**src/rtl/kmeans_seq_ctrl.sv**
```systemverilog
// Top-level K-means sequencer: header parse, round-robin pixel scatter, iteration control.
// Optional watchdog on engine/divider waits is enabled with KMEANS_WATCHDOG_TIMEOUT_EN.
module kmeans_seq_ctrl #(
   parameter int E        = 4,
   parameter int T        = 16,
   parameter int PIX_W    = 12,
   parameter int MAX_ITER = 32,
   parameter int ITER_W   = 6,
   parameter int TIMEOUT  = 4095
) (
   input  logic              clk,
   input  logic              reset,
   input  logic              newImage,
   input  logic              start,
   input  logic [23:0]       serialIn,
   input  logic              in_valid,
   output logic              in_ready,
   output logic [E-1:0]      eng_en,
   output logic              eng_wr,
   output logic [PIX_W-1:0]  eng_addr,
   output logic              eng_clr,
   output logic              eng_run,
   input  logic [E-1:0]      eng_done,
   output logic              div_start,
   input  logic              div_done,
   output logic              mean_update,
   input  logic              all_mean_stable,
   output logic [T-1:0]      k_mask,
   output logic [ITER_W-1:0] iter_cnt,
   output logic              busy,
   output logic              done,
   output logic              converged,
   output logic              hdr_err,
   output logic              timeout_err
);

   localparam int LOG2E = (E > 1) ? $clog2(E) : 1;

   typedef enum logic [3:0] {
      S_IDLE, S_HDR, S_STORE, S_LOADED, S_CLR, S_RUN,
      S_WAIT_ENG, S_DIVIDE, S_UPDATE, S_CHECK, S_STOP
   } state_e;

   state_e             state_q, state_d;
   logic [PIX_W-1:0]   n_q, n_d;
   logic [4:0]         k_q, k_d;
   logic [PIX_W-1:0]   idx_q, idx_d;
   logic [E-1:0]       collect_q, collect_d;
   logic [T-1:0]       k_mask_q, k_mask_d;
   logic [ITER_W-1:0]  iter_q, iter_d;
   logic               converged_q, converged_d;
   logic               hdr_err_q, hdr_err_d;
   logic               div_first_q, div_first_d;
   logic               busy_q, done_q, eng_clr_q, eng_run_q, mean_update_q;

   logic               accept;
   logic [11:0]        hdr_n;
   logic [4:0]         hdr_k;
   logic [6:0]         hdr_pad_unused;

   assign hdr_n          = serialIn[23:12];
   assign hdr_k          = serialIn[4:0];
   assign hdr_pad_unused = serialIn[11:5];
   assign in_ready       = (state_q == S_HDR) || (state_q == S_STORE);
   assign accept         = in_valid && in_ready;

`ifdef KMEANS_WATCHDOG_TIMEOUT_EN
   localparam int WD_W = $clog2(TIMEOUT + 1);
   logic [WD_W-1:0] wd_q, wd_d;
   logic            timeout_err_q, timeout_err_d;
   assign timeout_err = timeout_err_q;
`else
   localparam int unused_timeout = TIMEOUT;
   assign timeout_err = 1'b0;
`endif

   always_comb begin
      state_d     = state_q;
      n_d         = n_q;
      k_d         = k_q;
      idx_d       = idx_q;
      collect_d   = collect_q;
      k_mask_d    = k_mask_q;
      iter_d      = iter_q;
      converged_d = converged_q;
      hdr_err_d   = hdr_err_q;
      div_first_d = 1'b0;
      eng_wr      = 1'b0;
      eng_en      = '0;
      eng_addr    = '0;
`ifdef KMEANS_WATCHDOG_TIMEOUT_EN
      timeout_err_d = timeout_err_q;
`endif

      case (state_q)
         S_IDLE, S_LOADED, S_STOP: begin
            // A new image always wins; start only makes sense once pixels are resident.
            if (newImage) begin
               state_d     = S_HDR;
               hdr_err_d   = 1'b0;
               converged_d = 1'b0;
`ifdef KMEANS_WATCHDOG_TIMEOUT_EN
               timeout_err_d = 1'b0;
`endif
            end else if (start && (state_q != S_IDLE)) begin
               state_d     = S_CLR;
               iter_d      = '0;
               converged_d = 1'b0;
`ifdef KMEANS_WATCHDOG_TIMEOUT_EN
               timeout_err_d = 1'b0;
`endif
            end
         end
         S_HDR: begin
            if (accept) begin
               n_d = PIX_W'(hdr_n);
               k_d = hdr_k;
               if ((hdr_n == '0) || (hdr_k == '0) || ({27'd0, hdr_k} > 32'(T))) begin
                  hdr_err_d = 1'b1;
                  k_mask_d  = '0;
                  state_d   = S_IDLE;
               end else begin
                  for (int j = 0; j < T; j++) begin
                     k_mask_d[j] = (32'(j) < {27'd0, hdr_k});
                  end
                  idx_d   = '0;
                  state_d = S_STORE;
               end
            end
         end
         S_STORE: begin
            if (accept) begin
               eng_wr   = 1'b1;
               eng_en   = E'(1) << idx_q[LOG2E-1:0];
               eng_addr = idx_q >> LOG2E;
               idx_d    = idx_q + 1'b1;
               if (idx_q == (n_q - 1'b1)) begin
                  state_d = S_LOADED;
               end
            end
         end
         S_CLR: state_d = S_RUN;
         S_RUN: begin
            collect_d = '0;
            state_d   = S_WAIT_ENG;
         end
         S_WAIT_ENG: begin
            collect_d = collect_q | eng_done;
            if (&collect_d) begin
               state_d     = S_DIVIDE;
               div_first_d = 1'b1;
            end
         end
         S_DIVIDE: begin
            if (div_done) begin
               state_d = S_UPDATE;
            end
         end
         S_UPDATE: state_d = S_CHECK;
         S_CHECK: begin
            iter_d = iter_q + 1'b1;
            if (all_mean_stable) begin
               state_d     = S_STOP;
               converged_d = 1'b1;
            end else if (iter_d == ITER_W'(MAX_ITER)) begin
               state_d     = S_STOP;
               converged_d = 1'b0;
            end else begin
               state_d = S_CLR;
            end
         end
         default: state_d = S_IDLE;
      endcase

`ifdef KMEANS_WATCHDOG_TIMEOUT_EN
      // Only fires while stuck; a completion on the same cycle takes precedence.
      if (((state_q == S_WAIT_ENG) || (state_q == S_DIVIDE)) && (state_d == state_q) &&
          (wd_q == WD_W'(TIMEOUT - 1))) begin
         state_d       = S_STOP;
         converged_d   = 1'b0;
         timeout_err_d = 1'b1;
      end
`endif
   end

`ifdef KMEANS_WATCHDOG_TIMEOUT_EN
   always_comb begin
      wd_d = '0;
      if (((state_q == S_WAIT_ENG) || (state_q == S_DIVIDE)) && (state_d == state_q)) begin
         wd_d = wd_q + 1'b1;
      end
   end

   always_ff @(posedge clk) begin
      if (!reset) begin
         wd_q          <= '0;
         timeout_err_q <= 1'b0;
      end else begin
         wd_q          <= wd_d;
         timeout_err_q <= timeout_err_d;
      end
   end
`endif

   always_ff @(posedge clk) begin
      if (!reset) begin
         state_q       <= S_IDLE;
         n_q           <= '0;
         k_q           <= '0;
         idx_q         <= '0;
         collect_q     <= '0;
         k_mask_q      <= '0;
         iter_q        <= '0;
         converged_q   <= 1'b0;
         hdr_err_q     <= 1'b0;
         div_first_q   <= 1'b0;
         busy_q        <= 1'b0;
         done_q        <= 1'b0;
         eng_clr_q     <= 1'b0;
         eng_run_q     <= 1'b0;
         mean_update_q <= 1'b0;
      end else begin
         state_q       <= state_d;
         n_q           <= n_d;
         k_q           <= k_d;
         idx_q         <= idx_d;
         collect_q     <= collect_d;
         k_mask_q      <= k_mask_d;
         iter_q        <= iter_d;
         converged_q   <= converged_d;
         hdr_err_q     <= hdr_err_d;
         div_first_q   <= div_first_d;
         busy_q        <= !((state_d == S_IDLE) || (state_d == S_LOADED) || (state_d == S_STOP));
         done_q        <= (state_d == S_STOP);
         eng_clr_q     <= (state_d == S_CLR);
         eng_run_q     <= (state_d == S_RUN);
         mean_update_q <= (state_d == S_UPDATE);
      end
   end

   assign k_mask      = k_mask_q;
   assign iter_cnt    = iter_q;
   assign converged   = converged_q;
   assign hdr_err     = hdr_err_q;
   assign div_start   = div_first_q;
   assign busy        = busy_q;
   assign done        = done_q;
   assign eng_clr     = eng_clr_q;
   assign eng_run     = eng_run_q;
   assign mean_update = mean_update_q;

endmodule

```
**config.mk**
```make
export PLATFORM = sky130hd
export DESIGN_NAME = kmeans_seq_ctrl
export DESIGN_NICKNAME = d
export VERILOG_FILES = /design/src/rtl/kmeans_seq_ctrl.sv
export SDC_FILE = /design/constraint.sdc
export NUM_CORES = 1
export LEC_CHECK = 0
export BUFFER_PORTS_ARGS = -buffer_cell sky130_fd_sc_hd__buf_2
export CAP_MARGIN = 20
export CORE_MARGIN = 3
export CORE_UTILIZATION = 40
export CTS_CLUSTER_DIAMETER = 80
export DETAILED_ROUTE_END_ITERATION = 10
export SLEW_MARGIN = 40
export SYNTH_ARGS = -nofsm -noshare
export SYNTH_HDL_FRONTEND = slang
export SYNTH_SLANG_ARGS = --single-unit
```
**constraint.sdc**
```tcl
create_clock -name clk -period 2.85 [get_ports clk]
set_input_delay 0.57 -clock clk [delete_from_list [all_inputs] [get_ports clk]]
set_output_delay 0.57 -clock clk [all_outputs]
set_load 0.005 [all_outputs]
```
After elaboration in Yosys (flattened, before gate mapping) --
Index checks and enable logic that the tools add are counted.
Word-level totals: logic and storage cells 123, register bits after elaboration 62, output and inout port bits 49, bits of input ports 35
Operators by class: reduce and logical (&&, ||, !) cells 25, shifts and indexed selects 1, equal/unequal tests 26, bitwise logic cells 1, muxes and demuxes 36, $add $sub $neg 3, $lt $le $gt $ge 17
Operators by type and width (count):
- $mux 4 | 11
- $lt 4x5->1 const A | 8
- $mux 12 | 3
- $pmux 4 s9 | 1
- $eq 4x3->1 const B | 6
- $pmux 12 s2 | 1
- $eq 4x4->1 const B | 5
- $lt 3x5->1 const A | 4
- $mux 10 | 2
- $mux 16 | 1
- $add 12x1->12 const B | 1
- $eq 12x12->1 | 1
- $eq 4x2->1 const B | 3
- $logic_not 12->1 | 1
- $mux 6 | 2
- $ne 2x2->1 const B | 6
- $pmux 6 s2 | 1
- $reduce_and 4->1 | 3
- $sub 12x1->12 const B | 1
- $lt 1x5->1 const A | 2
- $lt 2x5->1 const A | 2
- $mux 1 | 10
- $logic_not 4->1 | 2
- $pmux 4 s2 | 1
- other kinds (19) | 31

Depth between registers and ports, before layout --
Gate-level depths: netlist of run 1.
word-level depth 10, gate-level depth with buffers 10, gate-level depth less buffers 8

Worst setup path before layout of run 1 --
OpenSTA, ideal clock, no wires.
path kind register -> register, start register n_q[0], end register mean_update_q, in the netlist mean_update, stages on the path, launching flop included 11, data required time 2716 ps, slack 494 ps, buffers on the path 2, arrival 2222 ps, setup time 134 ps, period minus slack after synthesis 2356 ps, path through dfxtp_1 > clkbuf_1 > inv_1 > ha_1 > clkbuf_1 > o21ba_2 > a221oi_1 > a41oi_1 > or4_4 > o31ai_2 > nor3_1
Between the ends: longest elaborated chain between the ends 6
RTL lines:
- start: declaration | RTL line 45 | logic [PIX_W-1:0] n_q, n_d;
- start signal: assignment | RTL line 224 | n_q <= n_d;
- $sub 12x1->12 | RTL line 137 | if (idx_q == (n_q - 1'b1)) begin
- $eq 12x12->1 | RTL line 137
- $mux 4 | RTL line 137
- $mux 4 | RTL line 132 | if (accept) begin
- $pmux 4 s9 | RTL line 95 | case (state_q)
- $eq 4x4->1 | RTL line 237 | mean_update_q <= (state_d == S_UPDATE);
- end signal: assignment | RTL line 237
- end: declaration | RTL line 54 | logic busy_q, done_q, eng_clr_q, eng_run_q, mean_update_q;
No other way between the ends. A chain may end at the register's enable or synchronous reset.

Final worst setup path of run 1 --
start register n_q[2], end register mean_update_q, in the netlist mean_update
The elaborated chain is that of the path after synthesis.

==> summary.log, run 1 <==
INFO  worst_setup_path timing.critical_path.required=3070ps
INFO  placement      numPortBuffers=73
INFO  cts            insertion_delay=350ps
INFO  timing         final_min_period_over_clock_period=86.83%
INFO  finish         antennaDiodeCount=0
INFO  synth          yosys.area_share.adder=2.157%
INFO  finish         layout-drive-gt1-share=22.63%
INFO  worst_setup_path setup_slack_reg_to_reg=380ps
INFO  timing         max_freq=404.1MHz
INFO  synth          synthSimpleGateAreaFrac=31.64%
INFO  flow_run       timing.max_cap.violations=0
INFO  synth          synthXorXnorAreaFrac=6.293%
INFO  global_route   largest_net_degree_at_the_start_of_global_routing=44
INFO  synth          synth.top_cells.by_area=dfxtp_1 (36%), a21oi_1 (5.8%), nand2_1 (5.5%), nor2_1 (5.0%), and2_1 (3.8%)
INFO  finish         fill_cell_total_of_the_finished_layout=842
INFO  drt            wirelength_met1=4.223mm
INFO  drt            final_routed_wire_length_divided_by_cell_count=14.63um
INFO  cts            clock-root-buffer=clkbuf_8
INFO  cts            max-clock-path-buffers=2
INFO  timing         max_slew_margin=58.22%
INFO  worst_setup_path startpoint_type_of_the_worst_setup_path=flop
INFO  die            rows=33
INFO  finish         layout-area-overhead-vs-synth=19.85%
INFO  die            design.portCount=84
INFO  worst_setup_path crit_path_start=n_q[2]$_SDFFE_PN0P_
INFO  synth          synth-async-reset-ratio=0%
INFO  cts            post_cts_resized=0
INFO  cts            cts_buffers=9
INFO  synth          post_synth_mux_area_share=1.151%
INFO  timing         fin_crit=2475ps
INFO  timing         worstMarginPinSlew=626.7ps
INFO  die            dieHeight=99.27um
INFO  drt            drt-initial-drc-count=131
INFO  finish         seq_area=0.001241sqmm
INFO  timing         final-setup-viol-count=0
INFO  synth          synth_seq_area_share=35.67%
INFO  synth          ys_warn_count=0
INFO  placement      hpwl=6.543mm
INFO  drt            route.antenna.remaining_nets=0
INFO  worst_setup_path worst_r2r_start=n_q[2]$_SDFFE_PN0P_
INFO  cts            cts_hold_buffers_added=0
INFO  synth          synth_compound_area_share=17.87%
INFO  die            initial_utilization=41.72%
INFO  worst_setup_path critPathArrivalTime=2690ps
INFO  power          peakVddDrop=0.2602mV
INFO  die            chipWidth=99.27um
INFO  synth          postSynthAreaPerCell=7.802squm
INFO  run_status     status=finished, final reports clean
INFO  power          leakagePower=0.001767uW
INFO  cts            ctsHtreeMaxLevel=3
INFO  drt            post_drt_via_cell_ratio=5.424
INFO  worst_setup_path crit_path_end=mean_update$_SDFF_PN0_
INFO  drt            first_pass_iters=4
INFO  synth          ranking_of_synthesized_cells_by_instance_count=dfxtp_1 (62), nand2_1 (51), nor2_1 (46)
INFO  finish         area_of_the_multi_input_gates=0.002068sqmm
INFO  timing         rsz_0062_raised_after_global_routing=false
INFO  worst_setup_path crit_path_max_fanout=8
INFO  global_route   grt_first_pass_wirelength=15.12mm
INFO  synth          ys_types=60
INFO  synth          postSynthRegisterBits=62
INFO  worst_hold_path hold_path.class=reg -> reg
INFO  worst_setup_path worstSetupPathType=reg -> reg
INFO  synth          number_of_flops_mapped_to_enable_cells_by_yosys=0
INFO  power          power_density=525.0mW/mm^2
INFO  die            core_footprint=0.008341sqmm
INFO  timing         report.final.slew_viol_count=0
INFO  worst_setup_path crit_path_end_kind=flop
INFO  drt            dr_wl_met2=4.157mm
INFO  synth          synth_most_common_cell=dfxtp_1
INFO  global_route   groute.usage.overall=18.78%
INFO  global_route   antenna_found_initial=0
INFO  synth          synth.largest_area_cell=dfxtp_1
INFO  die            design.die.area=0.009855sqmm
INFO  cts            worst_setup_hold_path_clk_slew=80ps
INFO  synth          synthesis.instances=446
INFO  worst_setup_path worstReg2RegEnd=mean_update$_SDFF_PN0_
INFO  synth          yosys_most_used_dff=dfxtp_1
INFO  timing         fin_skew=7.819ps
INFO  synth          synth_top_family_by_area=simple AND/OR/NAND/NOR gates
INFO  cts            tritoncts=built
INFO  finish         fin_nets=553
INFO  drt            dr.max_layer_used=met4
INFO  cts            clock_sink_count=62
INFO  finish         final_core_utilization=50.00%
INFO  global_route   grt_remaining_overflow=0
INFO  global_route   via_count_of_the_first_global_routing_pass=3154
INFO  drt            num_vias=3374
INFO  drt            remaining_drc_errors=0
INFO  cts            cts_setup_buffers=0
INFO  worst_setup_path r2r.worst_path.cells=6
INFO  synth          mappedNetlistArea=0.003480sqmm
INFO  synth          netlist.area_leader.share=35.67%
INFO  drt            drt_wl_total=9.098mm
INFO  drt            met3WireLength=560um
INFO  placement      place.gp.congestion=0.8682
INFO  timing         hold_viol=0
INFO  timing         tns=0ps
==> metrics by stage <==
| stage | area (sq um) | total power (uW) | instances | hold WS, ps | setup WS [ps] |
|---|---|---|---|---|---|
| 2_1_floorplan | 3487 | 1188 | 448 | 447.8 | 494.0 |
| 5_1_grt | 4170 | 2298 | 622 | 457.2 | 223.2 |
| 4_1_cts | 4170 | 2216 | 622 | 454.7 | 346.2 |
| 3_3_place_gp | 3938 | 1292 | 606 | 441.0 | 392.9 |
| 3_5_place_dp | 3938 | 1298 | 606 | 443.6 | 368.1 |
| 6_report | 4170 | 2189 | 622 | 453.3 | 375.2 |
==> kinds of logic (layout without fill, tap and decap cells) <==
| kind of cell | Yosys count | after routing |
|---|---|---|
| compound gates | 96 | 96 |
| mux | 4 | 4 |
| simple gates | 210 | 210 |
| flops | 62 | 62 |
| other cells | 1 | 3 |
| xor+xnor | 25 | 25 |
| fa+ha+maj | 6 | 6 |
| buf+inv | 42 | 111 |
==> worst min path at each step <==
stage                               to               startpoint  cells after the start
4_1_cts            n_q[7]$_SDFFE_PN0P_             serialIn[19]                      3
6_report       k_mask[11]$_SDFFE_PN0P_  k_mask[11]$_SDFFE_PN0P_                      2
3_5_place_dp   k_mask[11]$_SDFFE_PN0P_  k_mask[11]$_SDFFE_PN0P_                      2
5_1_grt            n_q[5]$_SDFFE_PN0P_             serialIn[17]                      3
2_1_floorplan     n_q[11]$_SDFFE_PN0P_     n_q[11]$_SDFFE_PN0P_                      2
3_3_place_gp   k_mask[11]$_SDFFE_PN0P_  k_mask[11]$_SDFFE_PN0P_                      2
==> worst max-delay path, cell delays in order, from the launching register on <==
cell and delay (ps):
dfxtp_1 380, or4_4 590, nor3_4 220, a41oi_1 160, or4_4 570, o31ai_2 320, nor3_1 100
==> metal layers <==
| layer | track usage (%) | vias to the layer above |
|---|---|---|
| li1 | - | 1714 |
| met1 | 24.92 | 1567 |
| met2 | 29.55 | 82 |
| met3 | 5.470 | 11 |
| met4 | 5.777 | 0 |
| met5 | 0 | - |
==> registers in the layout (all words and copies together), names as in the netlist <==
register and flops:
eng_clr 1, busy 1, converged 1, n_q 12
div_start 1, k_mask 16, iter_cnt 6, hdr_err 1
done 1, idx_q 12, collect_q 4, eng_run 1
mean_update 1, state_q 4
==> cell type report <==
type / instances / share of cell area [%]
tap: 105 / 3.150
sequential: 62 / 29.76
inverter: 9 / 0.8101
clock inverter: 5 / 1.950
multi-input combinational: 344 / 49.59
timing repair buffer: 86 / 11.10
clock buffer: 11 / 3.630
==> placed cells by master, fill, tap and decap left out, types with 9 or more instances in the layout <==
cell / count
and3_1: 9
a31oi_1: 9
nand3_1: 15
nor2_1: 46
nand2_1: 51
xor2_1: 11
clkbuf_8: 11
a21oi_1: 40
xnor2_1: 14
buf_4: 13
nor3_1: 17
buf_2: 73
nor4_1: 9
and2_1: 21
dfxtp_1: 62
==> power breakdown <==
| group | leakage, uW | switching (uW) | internal (uW) |
|---|---|---|---|
| registers | 0.000501 | 31.9 | 893 |
| clock network | 0.000116 | 368 | 540 |
| logic | 0.00115 | 204 | 152 |
Power figures use the tool's default switching activity.
==> inputs of run 2 (changes only) <==
ABC_AREA = 1   (was default)
CORE_ASPECT_RATIO = 1.5   (was default)
==> summary.log, run 2 <==
INFO  die            dieHeight=119.7um [+21%]
INFO  global_route   via_count_of_the_first_global_routing_pass=3236 [+2.6%]
INFO  cts            clock_sink_count=62 [unchanged]
INFO  synth          postSynthAreaPerCell=6.465squm [-17%]
INFO  power          comb_power_share=24.0% [+7.8 points]
INFO  timing         report.final.slew_viol_count=0 [unchanged]
INFO  timing         final_min_period_over_clock_period=73.73% [-13 points]
INFO  timing         final.hold.worst_slack=457.9ps [+4.619 ps]
INFO  synth          synth_seq_area_share=36.02% [+0.35 points]
INFO  worst_hold_path worst_hold_startpoint=converged$_SDFFE_PN0P_
INFO  finish         final_cell_mix=nand2_1 (149), nor2_1 (73), buf_2 (73)
INFO  worst_setup_path worst_r2r_start=n_q[0]$_SDFFE_PN0P_
INFO  timing         minimum_setup_slack_in_the_final_design=748.6ps [+373.4 ps]
INFO  timing         worstMarginPinSlew=731.4ps [+104.7 ps]
INFO  drt            drt_wl_total=9.019mm [-0.87%]
INFO  synth          synth_most_common_cell=nand2_1
INFO  synth          postSynthRegisterBits=62 [unchanged]
INFO  timing         rsz_0062_raised_after_global_routing=false
INFO  worst_hold_path hold_path.class=reg -> reg
INFO  drt            route.antenna.remaining_nets=0 [unchanged]
INFO  synth          netlist.area_leader.share=36.02% [+0.35 points]
INFO  run_status     status=finished, final reports clean
INFO  worst_hold_path hold_end=converged$_SDFFE_PN0P_
INFO  placement      place.gp.congestion=0.8857 [+2.0%]
INFO  cts            cts_hold_buffers_added=0 [unchanged]
INFO  placement      numPortBuffers=73 [unchanged]
INFO  die            chipWidth=81.78um [-18%]
INFO  global_route   grt_first_pass_wirelength=14.46mm [-4.4%]
INFO  timing         fin_crit=2101ps [-373.4 ps]
INFO  drt            final_routed_wire_length_divided_by_cell_count=12.54um [-14%]
INFO  power          leakagePower=0.001979uW [+12%]
INFO  placement      pre_cts_ws=669.2ps [+301.1 ps]
INFO  worst_hold_path holdPathStages=2 [unchanged]
INFO  cts            clock-root-buffer=clkbuf_16
INFO  finish         layout-drive-gt1-share=18.24% [-4.4 points]
INFO  die            rows=40 [+21%]
INFO  timing         max_slew_margin=51.18% [-7.0 points]
INFO  die            design.portCount=84 [unchanged]
INFO  finish         antennaDiodeCount=0 [unchanged]
INFO  worst_setup_path critPathMaxStageDelay=450ps [-140 ps]
INFO  die            design.die.area=0.009787sqmm [-0.69%]
INFO  worst_setup_path critPathArrivalTime=1530ps [-1160 ps]
INFO  power          pwr-share-seq=35.4% [-6.9 points]
INFO  finish         fin_nets=650 [+18%]
INFO  flow_run       timing.max_cap.violations=0 [unchanged]
INFO  die            core_footprint=0.008208sqmm [-1.6%]
INFO  synth          mappedNetlistArea=0.003446sqmm [-0.97%]
INFO  placement      hpwl=6.940mm [+6.1%]
INFO  power          internal_power=1885uW [+19%]
INFO  synth          ys_warn_count=0 [unchanged]
INFO  power          power.switching=848.2uW [+40%]
INFO  global_route   largest_net_degree_at_the_start_of_global_routing=22 [-50%]
INFO  synth          ranking_of_synthesized_cells_by_instance_count=nand2_1 (149), nor2_1 (73), inv_1 (72)
INFO  worst_setup_path slowest_cp_cell=dfxtp_1
INFO  worst_setup_path crit_path_end_kind=primary output
INFO  power          power_switching_share=31.03% [+3.5 points]
INFO  worst_setup_path startpoint_type_of_the_worst_setup_path=flop
INFO  synth          number_of_flops_mapped_to_enable_cells_by_yosys=0 [unchanged]
INFO  drt            drt-initial-drc-count=168 [+28%]
INFO  global_route   antenna_found_initial=0 [unchanged]
INFO  worst_setup_path crit_path_max_fanout=18 [+10]
INFO  cts            insertion_delay=330ps [-20 ps]
INFO  timing         max_freq=475.9MHz [+18%]
INFO  global_route   grt_remaining_overflow=0 [unchanged]
INFO  finish         layout-area-overhead-vs-synth=22.37%
INFO  cts            cts_setup_buffers=0 [unchanged]
INFO  synth          synthesis.instances=533 [+20%]
INFO  timing         final-setup-viol-count=0 [unchanged]
INFO  timing         hold_viol=0 [unchanged]
INFO  synth          yosys_most_used_dff=dfxtp_1
INFO  synth          ys_types=41 [-32%]
INFO  timing         fin_skew=8.858ps [+1.039 ps]
INFO  synth          synth.largest_area_cell=dfxtp_1
INFO  worst_setup_path setup_slack_reg_to_reg=840ps [+460 ps]
INFO  power          peakVddDrop=0.4532mV [+74%]
INFO  cts            tritoncts=built
INFO  finish         layout_commonest_cell=nand2_1
INFO  worst_setup_path worstReg2RegEnd=busy$_SDFF_PN0_
INFO  cts            post_cts_resized=0 [unchanged]
INFO  finish         layout.cells.non_filler=719 [+16%]
INFO  cts            worst_setup_hold_path_clk_slew=50ps [-30 ps]
INFO  finish         largest_reg_flops=16 [unchanged]
INFO  worst_setup_path r2r.worst_path.cells=10 [+4]
INFO  drt            num_vias=3525 [+4.5%]
INFO  synth          synth-async-reset-ratio=0% [unchanged]
INFO  cts            cts_buffers=9 [unchanged]
INFO  synth          synth.top_cells.by_area=dfxtp_1 (36%), nand2_1 (16%), nor2_1 (8.0%), a21oi_1 (7.8%), inv_1 (7.8%)
INFO  worst_setup_path timing.critical_path.required=2280ps [-790 ps]
INFO  timing         tns=0ps [unchanged]
INFO  finish         postLayoutCellArea=0.004217sqmm [+1.1%]
INFO  worst_setup_path worstSetupPathType=reg -> out
INFO  worst_setup_path cp_cell_sequence=nand2_2 > nor2_4 > nand2_4 > nor2_1 > buf_2
INFO  placement      placed_cells_incl_taps=703 [+16%]
INFO  power          power.clock.fraction=40.5% [-1.0 points]
INFO  die            initial_utilization=41.98% [+0.26 points]
INFO  cts            ctsHtreeMaxLevel=3 [unchanged]
INFO  drt            remaining_drc_errors=0 [unchanged]
INFO  drt            post_drt_via_cell_ratio=4.903 [-9.6%]
INFO  cts            max-clock-path-buffers=2 [unchanged]
INFO  drt            first_pass_iters=4 [unchanged]
INFO  placement      placement.cell_area=0.003915sqmm [-0.57%]
INFO  power          power_density=648.2mW/mm^2 [+23%]
INFO  global_route   groute.usage.overall=19.11% [+0.32 points]
## run 2: logic make-up after synthesis
family | Yosys count | synth area share, %
compound gates | 84 | 13.22
other cells | 1 | 0.1088
xor+xnor | 11 | 3.195
flops | 62 | 36.02
buf+inv | 91 | 10.28
fa+ha+maj | 6 | 2.179
simple gates | 278 | 35.00
## run 2: critical path, delay by kind of cell (launching register included)
family | cells | cell delay (ps)
DFF | 1 | 450
buffers and inverters | 1 | 130
and+or+nand+nor | 4 | 630
## run 2: layout make-up
class / count / area (sq um)
timing repair buffer: 77 / 395.4
tap: 105 / 131.4
clock buffer: 12 / 256.5
fill: 891 / 3991
inverter: 77 / 289.0
sequential: 62 / 1241
clock inverter: 4 / 45.04
multi-input combinational: 382 / 1858
## run 2: power by group through the flow
stage | Combinational (uW) | Clock (uW) | Sequential (uW)
after floorplan | 487 | 0 | 982
after global placement | 649 | 0 | 987
after detailed placement | 658 | 0 | 986
after CTS | 663 | 1130 | 969
after global routing | 748 | 1170 | 976
final | 656 | 1110 | 969
## run 2: worst max path at each step
| stage | endpoint | depth (start not counted) | from |
|---|---|---|---|
| 5_1_grt | eng_addr[1] | 5 | state_q[1]$_SDFF_PN0_ |
| 4_1_cts | eng_addr[1] | 5 | state_q[1]$_SDFF_PN0_ |
| 3_5_place_dp | idx_q[9]$_SDFFE_PN0P_ | 11 | serialIn[1] |
| 3_3_place_gp | idx_q[9]$_SDFFE_PN0P_ | 11 | serialIn[1] |
| 6_report | eng_addr[1] | 5 | state_q[1]$_SDFF_PN0_ |
| 2_1_floorplan | idx_q[9]$_SDFFE_PN0P_ | 10 | serialIn[2] |
## run 2: per-layer routing
metal / up-vias / global-route usage, % / wire length (um)
met5: - / 0 / 0
met4: 0 / 8.316 / 202
met3: 16 / 5.030 / 524
met2: 82 / 34.16 / 4664
met1: 1590 / 20.34 / 3629
li1: 1837 / - / -
## run 2: per-stage QoR
step | total power (uW) | util, %
2_1_floorplan | 1469 | -
3_3_place_gp | 1636 | 47.70
3_5_place_dp | 1645 | 47.70
4_1_cts | 2759 | 51.37
5_1_grt | 2896 | 51.37
6_report | 2733 | 51.37
==> inputs of run 3 (changes only) <==
ABC_AREA = 0   (was 1)
clock period = 1.92 ns   (was 2.85 ns; I/O delays follow)
==> summary.log, run 3 (same netlist as run 1, synthesis figures left out) <==
INFO  cts            clock_sink_count=62 [unchanged]
INFO  timing         hold_viol=0 [unchanged]
INFO  global_route   grt_remaining_overflow=0 [unchanged]
INFO  die            dieHeight=120.2um [+0.46%]
INFO  worst_setup_path slowest_cp_cell=or4_4
INFO  global_route   via_count_of_the_first_global_routing_pass=3458 [+6.9%]
INFO  timing         final-setup-viol-count=5 [+5]
INFO  timing         rsz_0062_raised_after_global_routing=true
INFO  power          power.switching=966.4uW [+14%]
INFO  worst_hold_path hold_path.class=in -> reg
INFO  cts            worst_setup_hold_path_clk_slew=50ps [about the same]
INFO  die            design.die.area=0.009878sqmm [+0.92%]
INFO  drt            remaining_drc_errors=0 [unchanged]
INFO  power          internal_power=2730uW [+45%]
INFO  finish         largest_reg_flops=16 [unchanged]
INFO  finish         fill_cell_total_of_the_finished_layout=803 [-9.9%]
INFO  timing         worstMarginPinSlew=519.3ps [-212.2 ps]
INFO  die            initial_utilization=41.11% [-0.87 points]
INFO  placement      place.gp.congestion=0.8923 [+0.75%]
INFO  timing         final_min_period_over_clock_period=117.0%
INFO  worst_setup_path worstSetupPathType=reg -> reg
INFO  finish         layout-drive-gt1-share=35.46% [+17 points]
INFO  drt            drt_wl_total=10.02mm [+11%]
INFO  drt            route.antenna.remaining_nets=0 [unchanged]
INFO  worst_setup_path r2r.worst_path.cells=6 [-4]
INFO  run_status     status=finished with violations
INFO  global_route   grt_first_pass_wirelength=16.21mm [+12%]
INFO  worst_setup_path worst_r2r_start=n_q[2]$_SDFFE_PN0P_
INFO  worst_setup_path timing.critical_path.required=2190ps [-90 ps]
INFO  worst_setup_path crit_top_cell=or4_4
INFO  power          power_density=751.3mW/mm^2 [+16%]
INFO  power          pwr-share-seq=36.9% [+1.5 points]
INFO  cts            clock-root-buffer=clkbuf_16
INFO  drt            num_vias=3610 [+2.4%]
INFO  worst_setup_path cp_cell_sequence=or4_4 > nor3_4 > a41oi_2 > or4_4 > o31ai_4 > nor2b_2
INFO  power          peakVddDrop=0.4585mV [+1.2%]
INFO  cts            insertion_delay=330ps [about the same]
INFO  finish         layout_commonest_cell=buf_4
INFO  timing         fin_crit=2246ps
INFO  finish         layout-area-overhead-vs-synth=41.39%
INFO  global_route   largest_net_degree_at_the_start_of_global_routing=41 [+86%]
INFO  die            rows=41 [+2.5%]
INFO  cts            cts_hold_buffers_added=0 [unchanged]
INFO  power          power.clock.fraction=43.6% [+3.1 points]
INFO  flow_run       timing.max_cap.violations=0 [unchanged]
INFO  timing         max_slew_margin=64.83% [+14 points]
INFO  finish         final_cell_mix=buf_4 (73), buf_2 (72), dfxtp_1 (57)
INFO  worst_setup_path setup_slack_reg_to_reg=-330ps [-1170 ps]
INFO  worst_setup_path startpoint_type_of_the_worst_setup_path=flop
INFO  drt            drt-initial-drc-count=132 [-21%]
INFO  global_route   groute.usage.overall=21.25% [+2.1 points]
INFO  power          p_total=3696uW [+35%]
INFO  timing         report.final.slew_viol_count=0 [unchanged]
INFO  drt            post_drt_via_cell_ratio=5.247 [+7.0%]
INFO  power          power_switching_share=26.14% [-4.9 points]
INFO  placement      pre_cts_ws=-326.2ps [-995.4 ps]
INFO  timing         fin_skew=3.587ps [-5.271 ps]
INFO  run_status     failing_checks=setup timing
INFO  cts            ctsHtreeMaxLevel=3 [unchanged]
INFO  worst_setup_path crit_path_start=n_q[2]$_SDFFE_PN0P_
INFO  power          comb_power_share=19.5% [-4.5 points]
INFO  die            chipWidth=82.16um [+0.46%]
INFO  worst_setup_path critPathMaxStageDelay=570ps [+120 ps]
INFO  cts            tritoncts=built
INFO  worst_setup_path critPathArrivalTime=2510ps [+980 ps]
INFO  die            design.portCount=84 [unchanged]
INFO  global_route   antenna_found_initial=0 [unchanged]
INFO  worst_setup_path crit_path_max_fanout=4 [-14]
INFO  drt            final_routed_wire_length_divided_by_cell_count=14.57um [+16%]
INFO  cts            cts_buffers=9 [unchanged]
INFO  finish         antennaDiodeCount=0 [unchanged]
INFO  worst_setup_path worstReg2RegEnd=eng_run$_SDFF_PN0_
INFO  power          leakagePower=0.002192uW [+11%]
INFO  die            core_footprint=0.008464sqmm [+3.1%]
INFO  timing         max_freq=445.3MHz
INFO  timing         tns=-1452ps [-1452 ps]
INFO  placement      numPortBuffers=73 [unchanged]
INFO  finish         fin_nets=617 [-5.1%]
INFO  worst_setup_path crit_path_end_kind=flop
INFO  placement      hpwl=7.539mm [+8.6%]
INFO  drt            first_pass_iters=4 [unchanged]
INFO  cts            max-clock-path-buffers=2 [unchanged]
INFO  timing         minimum_setup_slack_in_the_final_design=-325.9ps [-1075 ps]
INFO  worst_setup_path crit_path_end=eng_run$_SDFF_PN0_
-- run 3: cell type report --
type | count | area (sq um) | area share (%)
Multi-Input combinational cell | 344 | 2193 | 44.58
Sequential cell | 62 | 1252 | 25.46
Timing Repair Buffer | 150 | 999.7 | 20.32
Clock buffer | 14 | 294.0 | 5.977
Tap cell | 107 | 133.9 | 2.721
Inverter | 9 | 33.78 | 0.6867
Clock inverter | 2 | 12.51 | 0.2543
-- run 3: critical path, delay by kind of cell (launching register included) --
kind            cells  cell delay (ps)
flops               1              330
simple gates        4             1480
compound gates      2              370
-- run 3: what timing repair did --
item,in CTS,in global routing
setup endpoints to repair,21,25
buffers inserted,2,0
pin swaps,1,1
resized for setup,8,15
endpoints found under the hold margin,0,0
gates cloned,0,1
-- run 3: power by group through the flow --
stage | clock network (uW) | logic (uW) | registers [uW]
6_report | 1610 | 721 | 1370
5_1_grt | 1720 | 797 | 1370
4_1_cts | 1650 | 702 | 1360
3_5_place_dp | 0 | 685 | 1390
3_3_place_gp | 0 | 679 | 1390
2_1_floorplan | 0 | 410 | 1380
-- run 3: worst min-delay path by stage --
stage	to	slack, ps	cells past startpoint	startpoint
2_1_floorplan	n_q[11]$_SDFFE_PN0P_	450	2	n_q[11]$_SDFFE_PN0P_
3_3_place_gp	k_mask[11]$_SDFFE_PN0P_	440	2	k_mask[11]$_SDFFE_PN0P_
3_5_place_dp	k_mask[11]$_SDFFE_PN0P_	440	2	k_mask[11]$_SDFFE_PN0P_
4_1_cts	n_q[2]$_SDFFE_PN0P_	300	3	serialIn[14]
5_1_grt	n_q[10]$_SDFFE_PN0P_	320	3	serialIn[22]
6_report	n_q[2]$_SDFFE_PN0P_	310	3	serialIn[14]
-- run 3: stage by stage --
stage	hold WS, ps	utilization (%)	area (sq um)	cells
after global placement	443.2	53.11	4496	669
after CTS	300.0	57.19	4841	687
final	310.2	58.12	4920	688
after detailed placement	444.9	53.11	4496	669
after floorplan	447.8	-	3582	448
after global routing	319.7	58.12	4920	688
-- run 3: metal layers --
metal / wire length (um) / global-route usage, % / vias to the layer above
met4: 278 / 10.60 / 0
met1: 4108 / 24.98 / 1662
met2: 5257 / 35.37 / 78
met5: 0 / 0 / -
met3: 378 / 4.844 / 19
li1: - / - / 1851
